`src/rtl/uart_pkg.sv`:
```
// Shared UART definitions: frame width, default bit period and FSM state encoding.
// Used by both the receiver and the transmitter.
package uart_pkg;

    localparam int unsigned word_size            = 8;
    localparam int unsigned CLKS_PER_BIT_DEFAULT = 8;

    typedef enum logic [2:0] {
        StIdle,
        StStart,
        StData,
        StParity,
        StStop
    } uart_state_e;

endpackage

```
`src/rtl/uart_rcvr_if.sv`:
```
// Host-side and line-side signal bundle of the UART receiver.
interface uart_rcvr_if;
    import uart_pkg::*;

    logic                 Serial_in;
    logic                 read_not_ready_in;
    logic [word_size-1:0] RCV_datareg;
    logic                 read_not_ready_out;
    logic                 Error1;
    logic                 Error2;
    logic                 Error3;

    modport master (
        output Serial_in,
        output read_not_ready_in,
        input  RCV_datareg,
        input  read_not_ready_out,
        input  Error1,
        input  Error2,
        input  Error3
    );

    modport slave (
        input  Serial_in,
        input  read_not_ready_in,
        output RCV_datareg,
        output read_not_ready_out,
        output Error1,
        output Error2,
        output Error3
    );

endinterface

```
`src/rtl/uart_sync2.sv`:
```
// Two-flop synchronizer for an asynchronous single-bit input, synchronous reset to ResetVal.
module uart_sync2 #(
    parameter bit ResetVal = 1'b1
) (
    input  logic clk_i,
    input  logic rst_i,
    input  logic d_i,
    output logic q_o
);

    logic meta_q;
    logic sync_q;

    always_ff @(posedge clk_i) begin
        if (rst_i) begin
            meta_q <= ResetVal;
            sync_q <= ResetVal;
        end else begin
            meta_q <= d_i;
            sync_q <= meta_q;
        end
    end

    assign q_o = sync_q;

endmodule

```
`src/rtl/uart_rcvr.sv`:
```
// UART receiver: 8N1 framing (8E1 when UART_RCVR_PARITY_EN is defined), ready/read handshake,
// overrun / framing / parity error pulses.
module uart_rcvr
    import uart_pkg::*;
#(
    parameter int unsigned CLKS_PER_BIT = CLKS_PER_BIT_DEFAULT
) (
    input logic        Clock,
    input logic        rst,
    uart_rcvr_if.slave bus
);

    localparam int unsigned CntW = (CLKS_PER_BIT > 2) ? $clog2(CLKS_PER_BIT) : 1;
    localparam logic [CntW-1:0] CntHalf = CntW'(CLKS_PER_BIT / 2 - 1);
    localparam logic [CntW-1:0] CntLast = CntW'(CLKS_PER_BIT - 1);

    logic                 s;
    logic                 s_prev_q;
    uart_state_e          state_q, state_d;
    logic [CntW-1:0]      cnt_q, cnt_d;
    logic [2:0]           bit_idx_q, bit_idx_d;
    logic [word_size-1:0] shift_q, shift_d;
    logic                 done_q, done_d;
    logic                 stop_ok_q, stop_ok_d;
    logic [word_size-1:0] datareg_q;
    logic                 rnr_q;
    logic                 err1_q, err2_q;
    logic                 frame_good;

    uart_sync2 #(
        .ResetVal(1'b1)
    ) u_sync (
        .clk_i(Clock),
        .rst_i(rst),
        .d_i  (bus.Serial_in),
        .q_o  (s)
    );

`ifdef UART_RCVR_PARITY_EN
    logic par_ok_q, par_ok_d;
    logic err3_q;
    assign frame_good = stop_ok_q & par_ok_q;
`else
    assign frame_good = stop_ok_q;
`endif

    always_comb begin
        state_d   = state_q;
        cnt_d     = cnt_q + CntW'(1);
        bit_idx_d = bit_idx_q;
        shift_d   = shift_q;
        done_d    = 1'b0;
        stop_ok_d = stop_ok_q;
`ifdef UART_RCVR_PARITY_EN
        par_ok_d  = par_ok_q;
`endif
        unique case (state_q)
            StIdle: begin
                cnt_d = '0;
                if (s_prev_q && !s) state_d = StStart;
            end
            StStart: begin
                if (cnt_q == CntHalf) begin
                    cnt_d     = '0;
                    bit_idx_d = '0;
                    state_d   = s ? StIdle : StData;
                end
            end
            StData: begin
                if (cnt_q == CntLast) begin
                    cnt_d     = '0;
                    shift_d   = {s, shift_q[word_size-1:1]};
                    bit_idx_d = bit_idx_q + 3'd1;
                    if (bit_idx_q == 3'd7) begin
`ifdef UART_RCVR_PARITY_EN
                        state_d = StParity;
`else
                        state_d = StStop;
`endif
                    end
                end
            end
`ifdef UART_RCVR_PARITY_EN
            StParity: begin
                if (cnt_q == CntLast) begin
                    cnt_d    = '0;
                    par_ok_d = (s == ^shift_q);
                    state_d  = StStop;
                end
            end
`endif
            StStop: begin
                if (cnt_q == CntLast) begin
                    cnt_d     = '0;
                    stop_ok_d = s;
                    done_d    = 1'b1;
                    state_d   = StIdle;
                end
            end
            default: state_d = StIdle;
        endcase
    end

    always_ff @(posedge Clock) begin
        if (rst) begin
            state_q   <= StIdle;
            cnt_q     <= '0;
            bit_idx_q <= '0;
            shift_q   <= '0;
            done_q    <= 1'b0;
            stop_ok_q <= 1'b0;
            s_prev_q  <= 1'b1;
        end else begin
            state_q   <= state_d;
            cnt_q     <= cnt_d;
            bit_idx_q <= bit_idx_d;
            shift_q   <= shift_d;
            done_q    <= done_d;
            stop_ok_q <= stop_ok_d;
            s_prev_q  <= s;
        end
    end

    // Frame outcome is committed one edge after the stop sample; errors pulse on that edge.
    always_ff @(posedge Clock) begin
        if (rst) begin
            datareg_q <= '0;
            rnr_q     <= 1'b0;
            err1_q    <= 1'b0;
            err2_q    <= 1'b0;
        end else begin
            err1_q <= 1'b0;
            err2_q <= 1'b0;
            if (bus.read_not_ready_in) rnr_q <= 1'b0;
            if (done_q) begin
                if (frame_good) begin
                    datareg_q <= shift_q;
                    rnr_q     <= 1'b1;
                    err1_q    <= rnr_q & ~bus.read_not_ready_in;
                end
                err2_q <= ~stop_ok_q;
            end
        end
    end

`ifdef UART_RCVR_PARITY_EN
    always_ff @(posedge Clock) begin
        if (rst) begin
            par_ok_q <= 1'b1;
            err3_q   <= 1'b0;
        end else begin
            par_ok_q <= par_ok_d;
            err3_q   <= done_q & ~par_ok_q;
        end
    end
    assign bus.Error3 = err3_q;
`else
    assign bus.Error3 = 1'b0;
`endif

    assign bus.RCV_datareg        = datareg_q;
    assign bus.read_not_ready_out = rnr_q;
    assign bus.Error1             = err1_q;
    assign bus.Error2             = err2_q;

endmodule

```
`src/flat_wrapper.sv`:
```
// flat-port wrapper written by rule: the top's interface ports become plain ports
module uart_rcvr_flat import uart_pkg::*;
#(
    parameter int unsigned CLKS_PER_BIT = CLKS_PER_BIT_DEFAULT
)
  (Clock, rst, bus_Serial_in, bus_read_not_ready_in, bus_RCV_datareg, bus_read_not_ready_out, bus_Error1, bus_Error2, bus_Error3);
  uart_rcvr_if bus_i ();
  input logic Clock;
  input logic rst;
  input wire logic [$bits(bus_i.Serial_in)-1:0] bus_Serial_in;
  input wire logic [$bits(bus_i.read_not_ready_in)-1:0] bus_read_not_ready_in;
  output wire logic [$bits(bus_i.RCV_datareg)-1:0] bus_RCV_datareg;
  output wire logic [$bits(bus_i.read_not_ready_out)-1:0] bus_read_not_ready_out;
  output wire logic [$bits(bus_i.Error1)-1:0] bus_Error1;
  output wire logic [$bits(bus_i.Error2)-1:0] bus_Error2;
  output wire logic [$bits(bus_i.Error3)-1:0] bus_Error3;
  assign bus_i.Serial_in = bus_Serial_in;
  assign bus_i.read_not_ready_in = bus_read_not_ready_in;
  assign bus_RCV_datareg = bus_i.RCV_datareg;
  assign bus_read_not_ready_out = bus_i.read_not_ready_out;
  assign bus_Error1 = bus_i.Error1;
  assign bus_Error2 = bus_i.Error2;
  assign bus_Error3 = bus_i.Error3;
  uart_rcvr #(.CLKS_PER_BIT(CLKS_PER_BIT)) u_core (.Clock(Clock), .rst(rst), .bus(bus_i));
endmodule
```
`config.mk`:
```
export PLATFORM = sky130hd
export DESIGN_NAME = uart_rcvr_flat
export DESIGN_NICKNAME = d
export VERILOG_FILES = /design/src/rtl/uart_pkg.sv /design/src/rtl/uart_rcvr_if.sv /design/src/rtl/uart_sync2.sv /design/src/rtl/uart_rcvr.sv /design/src/flat_wrapper.sv
export SDC_FILE = /design/constraint.sdc
export NUM_CORES = 1
export LEC_CHECK = 0
export ABC_AREA = 1
export BUFFER_PORTS_ARGS = -buffer_cell sky130_fd_sc_hd__buf_2
export CAP_MARGIN = 25
export CELL_PAD_IN_SITES_DETAIL_PLACEMENT = 1
export CELL_PAD_IN_SITES_GLOBAL_PLACEMENT = 1
export CORE_UTILIZATION = 44
export CTS_CLUSTER_DIAMETER = 40
export CTS_CLUSTER_SIZE = 20
export DETAILED_ROUTE_END_ITERATION = 8
export GPL_TIMING_DRIVEN = 0
export PLACE_DENSITY_LB_ADDON = 0.2
export SLEW_MARGIN = 40
export SYNTH_ARGS = -nofsm -noshare
export SYNTH_HDL_FRONTEND = slang
export SYNTH_SLANG_ARGS = --single-unit
```
`constraint.sdc`:
```
create_clock -name Clock -period 3.1 [get_ports Clock]
set_input_delay 0.62 -clock Clock [delete_from_list [all_inputs] [get_ports Clock]]
set_output_delay 0.62 -clock Clock [all_outputs]
set_load 0.03 [all_outputs]
```
-- Word-level counts from Yosys, hierarchy flattened
Cells that the tools add are included.
- word-level logic and storage cells: 61
- output and inout bits: 12
- bits of input ports: 4
- flip-flop bits (word level): 33
- muxes and demuxes: 17
- equal/unequal tests: 11
- reduce and logical (&&, ||, !) cells: 13
- add/subtract/negate cells: 2
- bitwise operators: 5
- operators with widths (cell ; number):
    two-way mux 3 bit ; 9
    one-hot mux 3 bit (4 select lines) ; 1
    != test 2 x 1 -> 1 bit, second input constant ; 5
    == test 3 bit, second input constant ; 3
    one-hot mux 3 bit (3 select lines) ; 1
    adder 3 x 1 -> 3 bit, second input constant ; 2
    == test 3 x 2 -> 1 bit, second input constant ; 2
    one-hot mux 3 bit (2 select lines) ; 1
    AND reduction 2 bit ; 3
    OR reduction 2 bit ; 3
    AND reduction 5 bit ; 1
    two-way mux 1 bit ; 4
    NOT 1 bit ; 4
    == test 3 x 1 -> 1 bit, second input constant ; 1
    zero test 3 bit ; 1
    AND reduction 3 bit ; 1
    OR reduction 3 bit ; 1
    two-way mux 2 bit ; 1
    nonzero test 2 bit ; 1
    bitwise AND 1 bit ; 1
    logical AND 1 bit ; 1
    zero test 1 bit ; 1

-- Longest topological paths before layout
Gate-level depths: netlist (run 1).
- depth after elaboration: 4
- gate-level depth with buffers: 9
- mapped depth without buffers: 9

-- Modules after synthesis
From an unflattened synthesis (run 1), not the netlist that was laid out.
- cells, all modules: 175
- area, all modules: 1340.0 sq um
- modules (own cells, without submodules) (module ; sequential area each (sq um) ; instances ; cells an instance ; area an instance (sq um)):
    uart_rcvr ; 620.6 ; 1 ; 168 ; 1281.2
    uart_sync2 ; 40.0 ; 1 ; 7 ; 58.8

-- Worst setup path before layout (run 1)
No wires, ideal clock.
- path kind: reg2reg
- start: reg u_core.cnt_q[0]
- end: reg u_core.state_q[1]
- path slack: 1858 ps
- setup time: 115 ps
- data required time: 2985 ps
- stages on the path, launching flop included: 8
- clock period less this slack: 1242 ps
- path buffers: 0
- data arrival time: 1127 ps
- cell sequence: dfxtp_1 -> ha_1 -> nand2_1 -> nand3_1 -> nand2_1 -> inv_1 -> a21oi_1 -> nor2_1
- word-level cells in the longest chain between the ends: 3
- elaborated cells between the ends (all ways): 6
- classes of those cells: eq/ne (5); reduce/logical (1)
- ends and longest elaborated chain (what ; line ; text):
    start, declared ; uart_rcvr.sv:20 ; logic [CntW-1:0] cnt_q, cnt_d;
    start signal, assigned ; uart_rcvr.sv:115 ; cnt_q <= cnt_d;
    == test 3 bit or == test 3 x 2 -> 1 bit (tied branches) ; uart_rcvr.sv:70, uart_rcvr.sv:93, uart_rcvr.sv:63 ;
    != test 2 x 1 -> 1 bit (no source line) ; - ;
    AND reduction 5 bit (no source line) * ; - ;
    end signal, assigned ; uart_rcvr.sv:106 ; state_q <= StIdle;
    end signal, assigned ; uart_rcvr.sv:114 ; state_q <= state_d;
    end, declared ; uart_rcvr.sv:19 ; uart_state_e state_q, state_d;
Every way passes the cells marked *; elsewhere a longest branch is shown, timed or not.
A chain may end at the register's enable or synchronous reset.

-- Final worst setup path (run 1)
- start: reg u_core.rnr_q (netlist: u_core.bus.read_not_ready_out)
- end: out bus_read_not_ready_out
- RTL lines (what ; line ; text):
    start, declared ; uart_rcvr.sv:26 ; logic rnr_q;
    start signal, assigned ; uart_rcvr.sv:128 ; rnr_q <= 1'b0;
    start signal, assigned ; uart_rcvr.sv:134 ; if (bus.read_not_ready_in) rnr_q <= 1'b0;
    start signal, assigned ; uart_rcvr.sv:138 ; rnr_q <= 1'b1;
    end, declared ; flat_wrapper.sv:13 ; output wire logic [$bits(bus_i.read_not_ready_out)-1:0] bus_read_not_ready_out;
No word-level cell between the ends.

==> results of run 1 <==
## cell type report
type,count,area (um2),share of cell area
sequential,33,661,0.436
timing repair buffer,14,70.1,0.0463
tap,31,38.8,0.0256
clock inverter,3,17.5,0.0116
buffer,6,38.8,0.0256
clock buffer,5,37.5,0.0248
inverter,27,101,0.0669
multi-input combinational,113,549,0.363
## logic make-up after synthesis
kind of cell | Yosys count | synth area share
other | 1 | 0.00278
adders and majority gates | 5 | 0.0463
DFF | 33 | 0.489
buffers and inverters | 33 | 0.104
and+or+nand+nor | 73 | 0.229
AOI/OAI and AO/OA | 34 | 0.129
## worst max path at each step
stage	from	end	slack, ns	depth (start not counted)
after CTS	u_core.bus.read_not_ready_out	bus_read_not_ready_out	1.58	1
final	u_core.bus.read_not_ready_out	bus_read_not_ready_out	1.61	1
after detailed placement	rst	u_core.shift_q[3]	1.56	5
after global routing	u_core.cnt_q[0]	u_core.bit_idx_q[2]	1.46	8
after floorplan	u_core.cnt_q[0]	u_core.state_q[1]	1.86	7
after global placement	rst	u_core.shift_q[3]	1.61	5
## state kept, by name (all words and copies together) (netlist names), 3 cells and up
| name | cells |
|---|---|
| u_core.shift_q | 8 |
| u_core.cnt_q | 3 |
| u_core.state_q | 3 |
| u_core.bit_idx_q | 3 |
| u_core.bus.RCV_datareg | 8 |
## cells in the mapped netlist
| cell | number | area, um2 |
|---|---|---|
| dfxtp_1 | 33 | 661 |
| nand2_1 | 28 | 105 |
| inv_1 | 27 | 101 |
| nor2_1 | 27 | 101 |
| o21ai_0 | 18 | 90.1 |
| a21oi_1 | 14 | 70.1 |
| nand3_1 | 10 | 50.1 |
| ha_1 | 5 | 62.6 |
| buf_4 | 2 | 15.0 |
| clkbuf_1 | 2 | 7.51 |
| nor3_1 | 2 | 10.0 |
| or2_2 | 2 | 12.5 |
| a31oi_1 | 1 | 6.26 |
| buf_2 | 1 | 5.00 |
| buf_6 | 1 | 11.3 |
| conb_1 | 1 | 3.75 |
| nand2_2 | 1 | 6.26 |
| nand4_1 | 1 | 6.26 |
| nor2_2 | 1 | 6.26 |
| nor2_4 | 1 | 11.3 |
| o211ai_1 | 1 | 7.51 |
## placed cells by master, fill, tap and decap left out
cell,Yosys,routed
clkbuf_4,0,5
buf_6,1,1
nor2_1,27,27
nor3_1,2,2
ha_1,5,5
inv_1,27,27
buf_4,2,2
nand4_1,1,1
a21oi_1,14,14
nand2_1,28,28
buf_2,1,15
o211ai_1,1,1
nor2_4,1,1
clkbuf_1,2,2
or2_2,2,2
nand2_2,1,1
o21ai_0,18,18
nand3_1,10,10
nor2_2,1,1
dfxtp_1,33,33
conb_1,1,1
clkinv_2,0,2
a31oi_1,1,1
clkinvlp_4,0,1
## metrics by stage
stage	utilization	hold slack (ns)	total power, mW	cell area (um2)
finish	0.535	0.437	0.958	1510
global route	0.535	0.437	1.03	1510
CTS	0.535	0.439	0.971	1510
detailed placement	0.516	0.410	0.735	1460
global placement	0.516	0.394	0.717	1460
floorplan	-	0.389	0.677	1350
## per-layer routing
metal	part of all wire	GRT usage	up-vias	wire length, um
met5	0	0	-	0
met4	0.018	0.0836	0	53
met3	0.032	0.0612	5	93
met2	0.48	0.332	17	1370
met1	0.47	0.239	531	1360
li1	-	-	604	-
## report_power, final
part | switching (mW) | internal, mW
sequential | 0.0281 | 0.454
combinational | 0.160 | 0.0817
clock | 0.149 | 0.0855
==> impl_results.md, run 1 <==
- Kind of cell adding the most delay to the critical path: flip-flops
- Final WS setup: about 1.6 ns
- Startpoint Class: flip-flop
- Synthesized cell area: 0.00135 mm2
- Chip height: 57.4 um
- Hpwl dp: 2160 um
- Hold path depth: 1
- Layout cells sized above 1: 0.154
- Ys Warns: 0
- Synth Register Bits: 33
- Synth Instances: 179
- Avg Cell Area, Syn: 7.54 um2
- Antenna fix cells: 0
- Vias per Instance: 4.99
- CP max FO: 2
- Slowest CP cell: dfxtp_1
- Setup WS pre-CTS: 1.56 ns
- Run status: finished, final reports clean
- Worst reg2reg path startpoint: u_core.cnt_q[0]
- WP data required: 2.48 ns
- Nets@finish: ~210
- Starting Density: 0.477
- Buf/Inv on CP: 1
- Nature of the critical path endpoint: primary output
- GPL Wtd Cong: 0.838
- CTS tree: yes
- P&R area growth vs syn: 12.1%
- Slew Limit Fails: 0
- Via count: 1,157
- Fin cells: about 230
- First-pass GRT wire length: between 4000 and 5000 um
- Data arrival, critical path: 0.87 ns
- Initial antenna violation count: 0
- Largest net degree at the start of global routing: 12
- Setup TNS: 0 ns
- Maxcap violations: 0
- Postcts setup bufs: 0
- # clock sinks: 33
- Skew final: 0.0150 ns
- Period utilization: 0.482
- WHS Endpoint: u_core.u_sync.q_o
- Total Routing Usage GR: 0.200
- FF-to-FF setup slack: ~1.7 ns
- Inserted Clock Buffers: 5
- DRC errors left: 0
- Hold path startpoint: u_core.u_sync.meta_q
- Max Clk Rate: 0.670 GHz
- Hold Vio Cnt, Final: 0
- Router iterations before antenna repair: 4
- Clk buf depth: 2
- Leak pwr: 0.763 nW
- RSZ-0062 raised after global routing: no
- Maximum VDD drop: approximately 0.00030 V
- Top-Level Pins: 16
- Total core area: 0.00283 mm2
- DRT Wirelength: between 2000 and 3000 um
- Crit Path Class: flip-flop to primary output
- Hold_buf cts: 0
- Die Area: 0.00329 mm2
- WL/cell: about 12 um
- DRT antenna net count: 0
- # setup viols final: 0
- Vias in the first global route: 1,108
- Hold Crit Class: flip-flop to flip-flop
- Crit path largest cell delay: 0.35 ns
- Post-synthesis sequential area ratio: 0.489
- Post-Syn Nets: 188
- Buffers added on ports: 14
- R2R cell count: 7
- Min Tclk post-route: approximately 1.5 ns
- Post-CTS Resized: 0
- Die W: 57.4 um
- CTS root buffer: clkbuf_4
- Starting DRC count in detailed routing: 20
- Clk pin slew, worst setup/hold paths: 0.11 ns
- Pwr Density: 633 mW/mm2
- GRT overflow: 0
- CTS H-tree lvls: 2
- Placed insts: ~220
- Row Count: 19
- Worst skew pair latency: between 0.3 and 0.4 ns
- Capture point of the worst reg-to-reg path: u_core.state_q[1]
- Critical Path, Cell by Cell: buf_2
- Fill cell count: around 380
- Synth cell types: 21
Note: power is estimated with default switching activity, not from simulation.
==> run 2, diff against run 1 <==
--- a/config.mk
+++ b/config.mk
@@ -5,12 +5,12 @@
 export SDC_FILE = /design/constraint.sdc
 export NUM_CORES = 1
 export LEC_CHECK = 0
-export ABC_AREA = 1
+export ABC_AREA = 0
 export BUFFER_PORTS_ARGS = -buffer_cell sky130_fd_sc_hd__buf_2
 export CAP_MARGIN = 25
 export CELL_PAD_IN_SITES_DETAIL_PLACEMENT = 1
 export CELL_PAD_IN_SITES_GLOBAL_PLACEMENT = 1
-export CORE_UTILIZATION = 44
+export CORE_UTILIZATION = 43
 export CTS_CLUSTER_DIAMETER = 40
 export CTS_CLUSTER_SIZE = 20
 export DETAILED_ROUTE_END_ITERATION = 8
==> constraint.sdc (replaced) <==
create_clock -name Clock -period 1.4 [get_ports Clock]
set_input_delay 0.28 -clock Clock [delete_from_list [all_inputs] [get_ports Clock]]
set_output_delay 0.28 -clock Clock [all_outputs]
set_load 0.03 [all_outputs]
==> run 2 against run 1 <==
  * Sequential share of layout area fell by 4.8 points
  * Via count up 1.6%
  * Register-to-register slack got worse by 1.6 ns
  * Global-route usage is 2.4 points higher
  * Cell area rose by 14%
  * Routed wire length grew 22%
  * Setup slack worse by 1.6 ns
  * Combinational power fell by 75%
  * Clock-buffer cell count up 2
  * Area after synthesis up 3.9%
  * Utilization grew 2.6 points
  * Clock skew down 0.0053 ns
  * Critical endpoint is now u_core.shift_q[5]
==> impl_results.md, run 2 <==
- Max Clk Rate: 0.716 GHz
- Row Count: 20 (was 19)
- Nets@finish: 189 (was 209)
- Register area: 671 um2 (was 661 um2)
- WL/cell: 15.6 um (was 12.4 um)
- CTS H-tree lvls: 2 (unchanged)
- R2R cell count: 5 (was 7)
- Router iterations before antenna repair: 4 (unchanged)
- Worst skew pair latency: 0.34 ns (was 0.33 ns)
- Area of the multi-input gates: 727 um2 (was 549 um2)
- GRT overflow: 0 (unchanged)
- Post-Syn Nets: 164 (was 188)
- DRT Wirelength: 3500 um (was 2880 um)
- Largest net degree at the start of global routing: 11 (was 12)
- Critical Path, Cell by Cell: buf_6 > or3b_1 > buf_2 > o21ai_1 > a21oi_1 (was buf_2)
- Synthesized cell area: 0.00140 mm2 (was 0.00135 mm2)
- Commonest non-fill, non-tap cell in the layout: dfxtp_1 (unchanged)
- Post-synthesis sequential area ratio: 0.471 (was 0.489)
- Fin area: 0.00173 mm2 (was 0.00151 mm2)
- Slew Limit Fails: 0 (unchanged)
- Post-synthesis async set-or-reset flop share: 0 (unchanged)
- Utilization after layout: 0.561 (was 0.535)
- Startpoint Class: flip-flop (unchanged)
- Data arrival, critical path: 1.60 ns (was 0.87 ns)
- # clock sinks: 33 (unchanged)
- Worst Tran Pin Value: between 0.5 and 0.6 ns
- Period utilization: 0.998
- Min Hold Slack: 0.119 ns (was 0.437 ns)
- Nature of the critical path endpoint: flip-flop (was primary output)
- DRT antenna net count: 0 (unchanged)
- Initial antenna violation count: 0 (unchanged)
- Slowest CP cell: or3b_1 (was dfxtp_1)
- CTS root buffer: clkbuf_4 (unchanged)
- Ys Warns: 0 (unchanged)
- Synth cell types: 41 (was 21)
- Avg Cell Area, Syn: 9.05 um2 (was 7.54 um2)
- Clk pin slew, worst setup/hold paths: 0.10 ns (was 0.11 ns)
- Run status: finished, final reports clean (unchanged)
- CP max FO: 9 (was 2)
- Inserted Clock Buffers: 5 (unchanged)
- Antenna fix cells: 0 (unchanged)
- Synth top area share: 0.471 (was 0.489)
- Chip height: 59.1 um (was 57.4 um)
- Maximum VDD drop: 0.000670 V (was 0.000299 V)
- Final WS setup: 0.00324 ns (was 1.61 ns)
- Clk buf depth: 2 (unchanged)
- Setup TNS: 0 ns (unchanged)
- Top-Level Pins: 16 (unchanged)
- P&R area growth vs syn: 23.1% (was 12.1%)
- Hold_buf cts: 0 (unchanged)
- WP data required: 1.60 ns (was 2.48 ns)
- # setup viols final: 0 (unchanged)
- Total Routing Usage GR: 0.224 (was 0.200)
- Vias per Instance: 5.22 (was 4.99)
- Leak pwr: 0.625 nW (was 0.763 nW)
- Starting Density: 0.456 (was 0.477)
- Die W: 59.1 um (was 57.4 um)
- Leading area contributor after synthesis: dfxtp_1 (unchanged)
- Slew headroom: 0.659
- Hold Crit Class: input pin to flip-flop (was flip-flop to flip-flop)
- Die Area: 0.00349 mm2 (was 0.00329 mm2)
- Synth Instances: 155 (was 179)
- Pwr Density: 1020 mW/mm2 (was 633 mW/mm2)
- DRC errors left: 0 (unchanged)
- Commonest register cell after synthesis: dfxtp_1 (unchanged)
- RSZ-0062 raised after global routing: yes (was no)
- Hold Vio Cnt, Final: 0 (unchanged)
- Min Tclk post-route: 1.40 ns
- Hold path depth: 2 (was 1)
- Post-synth EDFFs: 0 (unchanged)
- CTS tree: yes (unchanged)
- Layout cells sized above 1: 0.320 (was 0.154)
- Crit path largest cell delay: 0.36 ns (was 0.35 ns)
- Vias in the first global route: 1,226 (was 1,108)
- Dpl cell area: 0.00153 mm2 (was 0.00146 mm2)
- Maxcap violations: 0 (unchanged)
- GPL Wtd Cong: 0.754 (was 0.838)
- Setup WS pre-CTS: -0.124 ns (was 1.56 ns)
- Fill cell count: 363 (was 376)
- Starting DRC count in detailed routing: 29 (was 20)
- Via count: 1,175 (was 1,157)
- Hpwl dp: 2260 um (was 2160 um)
- Synth Register Bits: 33 (unchanged)
- Most frequent cell after synthesis: dfxtp_1 (unchanged)
- First-pass GRT wire length: 5650 um (was 4900 um)
- Post-synth top cells: 33 x dfxtp_1, 20 x nand2_1, 19 x a21oi_1, 8 x nand3_1, 8 x o21ai_0 (was 33 x dfxtp_1, 28 x nand2_1, 27 x inv_1, 27 x nor2_1, 18 x o21ai_0)
- Total core area: 0.00308 mm2 (was 0.00283 mm2)
- Buffers added on ports: 14 (unchanged)
- Commonest non-fill, non-tap cells in the layout: 27 x dfxtp_1, 19 x a21oi_1, 18 x nand2_1, 15 x buf_2 (was 33 x dfxtp_1, 28 x nand2_1, 27 x inv_1, 27 x nor2_1, 18 x o21ai_0)
- Crit Path Class: flip-flop to flip-flop (was flip-flop to primary output)
- Most area-consuming cells after synthesis: dfxtp_1 47%, a21oi_1 6.8%, nand2_1 5.4% (was dfxtp_1 49%, nand2_1 7.8%, inv_1 7.5%)
- Skew final: 0.00973 ns (was 0.0150 ns)
==> run 2: cell types whose count changed in the layout (fill, tap and decap cells not counted), sizes merged, moves of 3 or more <==
cell / change
nand2: -9
buf: +7
o21ai: -10
nor3b: +4
nand3b: +3
inv: -24
clkbuf: +5
nand2b: +5
a21oi: +7
nor2: -24
==> run 2: per-layer routing <==
layer | wire, um | track usage | share of wire
met5 | 0 | 0 | 0
met4 | 64 | 0.0884 | 0.018
met3 | 169 | 0.0830 | 0.048
met2 | 1710 | 0.393 | 0.49
met1 | 1560 | 0.244 | 0.44
==> run 2: cell type report <==
cell class | count | share of cell area
sequential | 33 | 0.388
buffer | 12 | 0.0449
clock inverter | 1 | 0.0174
multi-input combinational | 107 | 0.421
clock buffer | 7 | 0.0319
inverter | 3 | 0.00652
tap | 44 | 0.0319
timing repair buffer | 18 | 0.0580
==> run 2: repair_timing <==
item                                    in CTS  in global routing
buffers inserted                             3                  1
endpoints found under the setup margin      14                 16
resized for setup                           13                 17
pin swaps                                    4                  7
==> run 2: cell families after synthesis <==
logic type               Yosys count  share of synthesized area
AND/OR/NAND/NOR                   61                      0.243
other                              1                    0.00267
multiplexers                       2                     0.0143
AO/OA/AOI/OAI                     38                      0.170
adder cells (fa/ha/maj)            5                     0.0446
flip-flops                        33                      0.471
buffers and inverters             15                     0.0544
==> run 2: path summary, 6_finish.rpt <==
path                        start  slack (ns)                    to
max             u_core.state_q[2]       0.003     u_core.shift_q[5]
min                 bus_Serial_in        0.12  u_core.u_sync.meta_q
min reg2reg  u_core.u_sync.meta_q        0.42     u_core.u_sync.q_o
max reg2reg     u_core.state_q[2]       0.003     u_core.shift_q[5]
==> run 2: worst max-delay path, delay by kind of cell (launching register included) <==
| family | cells | cell delay (ns) |
|---|---|---|
| and+or+nand+nor | 1 | 0.36 |
| DFF | 1 | 0.32 |
| AOI/OAI and AO/OA | 2 | 0.26 |
| buffers and inverters | 2 | 0.32 |
==> run 2: report_power, final <==
group          switching, mW  internal (mW)  leakage, nW
clock network          0.328          0.426       0.0455
registers            0.00511          0.943        0.270
logic                 0.0359         0.0239        0.310
total                  0.369           1.39        0.625
==> run 2: stage by stage <==
step,std cells,power [mW]
after global placement,213,1.02
after floorplan,155,1.01
after CTS,224,1.77
after global routing,225,1.84
final,225,1.76
after detailed placement,213,1.02
